--- src/rtl/fmap_wr_sched.sv ---
// fmap_wr_sched: arbitrates conv1/expand producer streams onto the A/B feature-map bank groups
module fmap_wr_sched #(
    parameter int NUM_SETS = 8,
    parameter int DEPTH    = 1024,
    parameter int ADDR_W   = 10,
    parameter int SET_W    = 3
) (
    input  logic                clk_i,
    input  logic                rst_ni,
    input  logic                start_i,
    input  logic                mode_i,
    input  logic                abort_i,
    input  logic                conv1_valid_i,
    output logic                conv1_ready_o,
    input  logic                e1_valid_i,
    output logic                e1_ready_o,
    input  logic                e3_valid_i,
    output logic                e3_ready_o,
    output logic [NUM_SETS-1:0] ena_a_o,
    output logic [NUM_SETS-1:0] wea_a_o,
    output logic [ADDR_W-1:0]   addr_a_o,
    output logic [NUM_SETS-1:0] ena_b_o,
    output logic [NUM_SETS-1:0] wea_b_o,
    output logic [ADDR_W-1:0]   addr_b_o,
    output logic [1:0]          din_sel_o,
    output logic                busy_o,
    output logic                done_o,
    output logic                start_err_o
);
    typedef enum logic [1:0] {IDLE, CONV, EXPAND, DONE} state_t;

    state_t            state_q, state_d;
    logic [SET_W-1:0]  set_a_q, set_a_d, set_b_q, set_b_d;
    logic [ADDR_W-1:0] addr_a_q, addr_a_d, addr_b_q, addr_b_d;
    logic              fin_a_q, fin_a_d, fin_b_q, fin_b_d;
    logic              acc_a, acc_b, wrap_a, wrap_b, last_a, last_b;

    assign busy_o        = (state_q == CONV) || (state_q == EXPAND);
    assign done_o        = state_q == DONE;
    assign start_err_o   = start_i && (state_q != IDLE);
    assign din_sel_o     = (state_q == CONV) ? 2'd1 : (state_q == EXPAND) ? 2'd2 : 2'd0;
    assign conv1_ready_o = state_q == CONV;
    assign e1_ready_o    = (state_q == EXPAND) && !fin_a_q;
    assign e3_ready_o    = (state_q == EXPAND) && !fin_b_q;

    // In CONV both groups are fed by conv1, so their counters advance in lockstep and addr_b mirrors addr_a.
    assign acc_a = !abort_i && ((conv1_ready_o && conv1_valid_i) || (e1_ready_o && e1_valid_i));
    assign acc_b = !abort_i && ((conv1_ready_o && conv1_valid_i) || (e3_ready_o && e3_valid_i));

    assign wrap_a = addr_a_q == ADDR_W'(DEPTH - 1);
    assign wrap_b = addr_b_q == ADDR_W'(DEPTH - 1);
    assign last_a = set_a_q == SET_W'(NUM_SETS - 1);
    assign last_b = set_b_q == SET_W'(NUM_SETS - 1);

    assign ena_a_o  = acc_a ? (NUM_SETS'(1) << set_a_q) : '0;
    assign wea_a_o  = ena_a_o;
    assign ena_b_o  = acc_b ? (NUM_SETS'(1) << set_b_q) : '0;
    assign wea_b_o  = ena_b_o;
    assign addr_a_o = addr_a_q;
    assign addr_b_o = addr_b_q;

    // Next-state: counter advance on accept, layer completion, and clearing on idle/done/abort.
    always_comb begin
        state_d  = state_q;
        set_a_d  = set_a_q;
        addr_a_d = addr_a_q;
        fin_a_d  = fin_a_q;
        set_b_d  = set_b_q;
        addr_b_d = addr_b_q;
        fin_b_d  = fin_b_q;
        if (acc_a) begin
            addr_a_d = wrap_a ? '0 : addr_a_q + ADDR_W'(1);
            set_a_d  = (wrap_a && !last_a) ? set_a_q + SET_W'(1) : set_a_q;
            fin_a_d  = fin_a_q || (wrap_a && last_a);
        end
        if (acc_b) begin
            addr_b_d = wrap_b ? '0 : addr_b_q + ADDR_W'(1);
            set_b_d  = (wrap_b && !last_b) ? set_b_q + SET_W'(1) : set_b_q;
            fin_b_d  = fin_b_q || (wrap_b && last_b);
        end
        if (state_q == IDLE && start_i) state_d = mode_i ? EXPAND : CONV;
        if (busy_o && fin_a_d && fin_b_d) state_d = DONE;
        if (state_q == DONE) state_d = IDLE;
        if (abort_i || state_q == IDLE || state_q == DONE) begin
            set_a_d  = '0;
            addr_a_d = '0;
            fin_a_d  = 1'b0;
            set_b_d  = '0;
            addr_b_d = '0;
            fin_b_d  = 1'b0;
        end
        if (abort_i) state_d = IDLE;
    end

    // State and counter registers; async reset discards any partially written layer.
    always_ff @(posedge clk_i or negedge rst_ni) begin
        if (!rst_ni) begin
            state_q  <= IDLE;
            set_a_q  <= '0;
            addr_a_q <= '0;
            fin_a_q  <= 1'b0;
            set_b_q  <= '0;
            addr_b_q <= '0;
            fin_b_q  <= 1'b0;
        end else begin
            state_q  <= state_d;
            set_a_q  <= set_a_d;
            addr_a_q <= addr_a_d;
            fin_a_q  <= fin_a_d;
            set_b_q  <= set_b_d;
            addr_b_q <= addr_b_d;
            fin_b_q  <= fin_b_d;
        end
    end
endmodule

--- config.mk ---
export PLATFORM = sky130hd
export DESIGN_NAME = fmap_wr_sched
export DESIGN_NICKNAME = d
export VERILOG_FILES = /design/src/rtl/fmap_wr_sched.sv
export SDC_FILE = /design/constraint.sdc
export NUM_CORES = 1
export LEC_CHECK = 0
export CORE_UTILIZATION = 51
export CTS_BUF_LIST = sky130_fd_sc_hd__clkbuf_8
export CTS_CLUSTER_DIAMETER = 200
export DETAILED_ROUTE_END_ITERATION = 10
export PLACE_DENSITY = 0.87
export SETUP_SLACK_MARGIN = 0.15
export SYNTH_ARGS = -nofsm -noshare
export SYNTH_HDL_FRONTEND = slang
export SYNTH_SLANG_ARGS = --single-unit
export TNS_END_PERCENT = 100
--- constraint.sdc ---
create_clock -name clk_i -period 3.06 [get_ports clk_i]
set_input_delay 0.306 -clock clk_i [delete_from_list [all_inputs] [get_ports clk_i]]
set_output_delay 0.306 -clock clk_i [all_outputs]
set_load 0.02 [all_outputs]
# Word level (Yosys, flattened, before mapping)
# Index checks and enable logic that the tools add are counted.
totals:
  register_bits: 30
classes:
  n_addsub: 4
  n_eq_ne: 7
  n_shift: 2
  muxes: 25
  n_reduce_logical: 36
ops:
  columns: ["operator", "count"]
  rows:
  - ["2-to-1 mux 10 bit", 6]
  - ["adder 10 x 1 -> 10 bit, second input constant", 2]
  - ["equality test 10 bit, second input constant", 2]
  - ["2-to-1 mux 3 bit", 6]
  - ["2-to-1 mux 8 bit", 2]
  - ["left shift 1 x 3 -> 8 bit, first input constant", 2]
  - ["logical AND 1 bit", 15]
  - ["2-to-1 mux 2 bit", 7]
  - ["nonzero test 2 bit", 5]
  - ["logical OR 1 bit", 7]
  - ["adder 3 x 1 -> 3 bit, second input constant", 2]
  - ["equality test 3 bit, second input constant", 2]
  - ["logical NOT 1 bit", 5]
  - ["equality test 2 bit, second input constant", 2]
  - ["2-to-1 mux 1 bit", 4]
  - ["AND reduction 2 bit", 2]
  - ["nonzero test 4 bit", 1]
  - ["equality test 2 x 1 -> 1 bit, second input constant", 1]
  - ["logical NOT 2 bit", 1]

# Depth between registers and ports, before layout
depth:
  depth_word: 11
  depth_mapped: 7
  ltp_nobuf: 6

# Worst setup path after synthesis
# No wires, ideal clock.
synth_path:
  path_type: "reg2out"
  startpoint: "reg state_q[0]"
  endpoint: "out wea_b_o[0]"
  arrival_ps: 2083
  t_required_ps: 2754
  slack_ps: 671
  stages_incl_launch_ff: 8
  path_buffers: 1
  cell_sequence: "dfrtp_1 -> inv_1 -> ha_1 -> nor2b_1 -> a21oi_1 -> nor2_1 -> and3_1 -> buf_4"
synth_between:
  elab_chain_len: 6
synth_lines:
  columns: ["element", "line", "rtl"]
  rows:
  - ["start, declared", "32", "state_t state_q, state_d;"]
  - ["start signal, assigned", "106", "state_q <= state_d;"]
  - ["equality test 2 bit", "44", "assign e3_ready_o = (state_q == EXPAND) && !fin_b_q;"]
  - ["logical AND 1 bit", "44", null]
  - ["named net e3_ready_o", "18", "output logic e3_ready_o,"]
  - ["logical AND 1 bit", "48", "assign acc_b = !abort_i && ((conv1_ready_o && conv1_valid_i) || (e3_ready_o && e3_valid_i));"]
  - ["logical OR 1 bit", "48", null]
  - ["logical AND 1 bit", "48", null]
  - ["2-to-1 mux 8 bit", "57", "assign ena_b_o = acc_b ? (NUM_SETS'(1) << set_b_q) : '0;"]
  - ["end, declared", "23", "output logic [NUM_SETS-1:0] wea_b_o,"]
# The timed path passes the listed nets, and every way through them passes these cells.

# Worst setup path after layout
layout_path:
  startpoint: "reg state_q[0]"
  endpoint: "out wea_b_o[4]"
layout_between:
  elab_chain_len: 6
layout_lines:
  columns: ["element", "line"]
  rows:
  - ["equality test 2 bit", "44"]
  - ["logical AND 1 bit", "44"]
  - ["logical AND 1 bit", "48"]
  - ["logical OR 1 bit *", "48"]
  - ["logical AND 1 bit *", "48"]
  - ["2-to-1 mux 8 bit *", "57"]
# Every way passes the cells marked *; elsewhere a longest branch is shown, timed or not.

==> reports/results.ini <==
[status]
outcome=finished, final reports clean

[placed_design]
dp.cells=337
placed_area_um2=2770
io_buffers=67
pre_cts_ws_ps=255
gp_congestion=0.835
dp_hpwl_um=3880

[clock_tree]
cts_tree=built
cts.sinks=30
ctsHoldBuffers=0
path_clk_slew_ps=60
cts-root-buf=clkbuf_8
cts_max_level=2
insertion_delay_ps=280
cts.path.max_buffers=2
numCtsBuffers=5

[floorplan]
die_area_um2=4470
row_count=23
core-area_um2=4030
ios=68
start_util_pct=53.2
die_w_um=66.8
die_h_um=66.8

[route]
ant_nets=0
drcViolationCount=0
first_pass_iters=4
drt_wl_total_um=5400
vias_per_cell=5.89
drt_iter0_drc=111
wire_per_inst_um=15.6
vias=2045

[worst_setup_path]
slowest_delay_ps=610
arrival_ps=2430
crit_family=buffers and inverters
critical_path.max_fanout=9
path_class=register to output pin
end_kind=output pin
path_buf_inv=2
cp.required_ps=2750
crit_slowest_cell=clkdlybuf4s50_1
worstSetupStartpointType=register
crit_chain=inv_1 > ha_1 > nor2b_4 > a21oi_4 > nor2_4 > and3_1 > clkdlybuf4s50_1

[power]
intPower_uw=577
vdd_drop_max_mv=0.249
switchingPower_uw=191
combPwrFrac_pct=9.7
p_clk_share_pct=38.4
power.density_nw_per_um2=264
swShare_pct=24.9
seqPwrFrac_pct=51.9
p_leak_uw=0.00123

[worst_hold_path]
hold_path.class=primary input to asynchronous set/reset pin

[cells_and_area]
fillers=315
final_area_um2=2910
area_delta_synth_final_pct=35.6
multi_input_area_um2=1260
nNetsFinal=324
num_antenna_cells=0
register_area_um2=751
final_cells=347
layout-drive-gt1-share_pct=8.75

[sta]
rsz0062_at_grt=false
worst_slack_ps=328
timing.hold.ws_ps=410
fin_setup_tns_ps=0
min_period_over_period_pct=89.3
finClkSkew_ps=5.75
hold_violations=0
slew_viol_final=0
final.min_clock_period_ps=2730
worst_pin_slew_ps=667
setup_viol=0
max_freq_ghz=0.366
slew_headroom_pct=55.4

[yosys]
synth_area_leader_cell=dfrtp_1
postSynthAreaPerCell_um2=9.05
synth_edf_count=0
ys_top_cells_by_count=30 x dfrtp_1, 20 x a21oi_1, 19 x ha_1, 19 x nand2_1, 17 x buf_4
synthTopCellsByArea=dfrtp_1 35%, ha_1 11%, buf_4 6.0%, a21oi_1 4.7%, and3_1 4.4%
synth-async-reset-ratio_pct=100
synth.cell_area_um2=2140
synth.distinct_cells=47
synthesis.nets=264
synth_ff_type=dfrtp_1
synth_top_area_share_pct=35.0
synth_seq_area_share_pct=35.0
yosys_warnings=0
synth_cells=237
synthMostInstantiatedCell=dfrtp_1
yosys_register_bits=30

[global_route]
antenna_found_initial=0
overflow=0
grt_max_degree=31
gr-usage-all-layers_pct=25.2
grt_first_pass_wirelength_um=8380
grt_pass1_vias=1866

[job]
maxCapViolCount=0

-- per-layer routing --
layer,vias to the layer above,global-route usage [%],part of all wire [%]
met5,-,0,0
met4,0,10.1,1.6
met3,10,3.42,6.9
met2,90,45.1,50
met1,977,30.1,41
li1,968,-,-
-- kinds of logic after synthesis --
logic type | Yosys count | synth area share [%]
simple gates | 94 | 24.6
compound gates | 56 | 18.0
buf+inv | 31 | 8.40
flops | 30 | 35.0
fa+ha+maj | 19 | 11.1
xor+xnor | 6 | 2.45
mux | 1 | 0.525
-- sequential cells by signal (all words and copies together), names as in the netlist --
register,flops
addr_a_o,10
addr_b_o,10
set_a_q,3
set_b_q,3
state_q,2
fin_a_q,1
fin_b_q,1
-- final cells by class --
type | instances | area share, %
Tap cell | 50 | 2.15
Sequential cell | 30 | 25.8
Inverter | 10 | 1.29
Clock inverter | 2 | 0.258
Clock buffer | 5 | 2.37
Multi-Input combinational cell | 177 | 43.3
Timing Repair Buffer | 73 | 24.8
-- worst paths after layout --
kind	slack (ps)	cells after the start	to	startpoint
min in group clk_i	570	1	addr_a_o[9]	addr_a_o[9]
max in group asynchronous	2370	2	addr_a_o[7]	rst_ni
worst max-delay path	330	7	wea_b_o[4]	state_q[0]
worst min register to register	570	1	addr_a_o[9]	addr_a_o[9]
worst min-delay path	410	2	state_q[1]	rst_ni
worst max register to register	720	7	state_q[1]	state_q[1]
-- placed cells by master, fill, tap and decap left out, drive strengths merged, types with 3 or more instances in the layout --
cell type,Yosys,layout
inv,10,12
or3,7,7
a31oi,4,4
a21o,5,5
nor2,10,10
o21ai,5,5
nand2,19,19
clkdlybuf4s50,0,65
nand4,3,3
o31ai,6,6
nand3,15,15
a21oi,20,21
buf,18,6
nor2b,3,3
xnor2,5,5
a311oi,3,3
ha,19,19
dfrtp,30,30
clkbuf,3,5
or4,3,3
and2,6,6
nor3,5,5
and3,16,16
-- repair_timing --
| item | in CTS | in global routing |
|---|---|---|
| gates resized for setup | 4 | 6 |
| endpoints found under the setup margin | 31 | 32 |
| setup buffers | 0 | 2 |
| hold endpoints to repair | 0 | 0 |
| gates cloned | 0 | 1 |
| pin swaps | 0 | 2 |
-- power by group through the flow --
stage               clock, uW  combinational (uW)  sequential (uW)
finish                    295                74.3              399
global route              315                80.6              399
CTS                       298                70.5              399
detailed placement          0                69.4              406
global placement            0                68.1              406
floorplan                   0                32.7              406
-- stage by stage --
stage / total power (uW) / util, %
CTS: 767 / 70.8
finish: 768 / 72.2
global route: 794 / 72.2
global placement: 474 / 68.6
detailed placement: 475 / 68.6
floorplan: 439 / -
(Power assumes the default switching activity.)
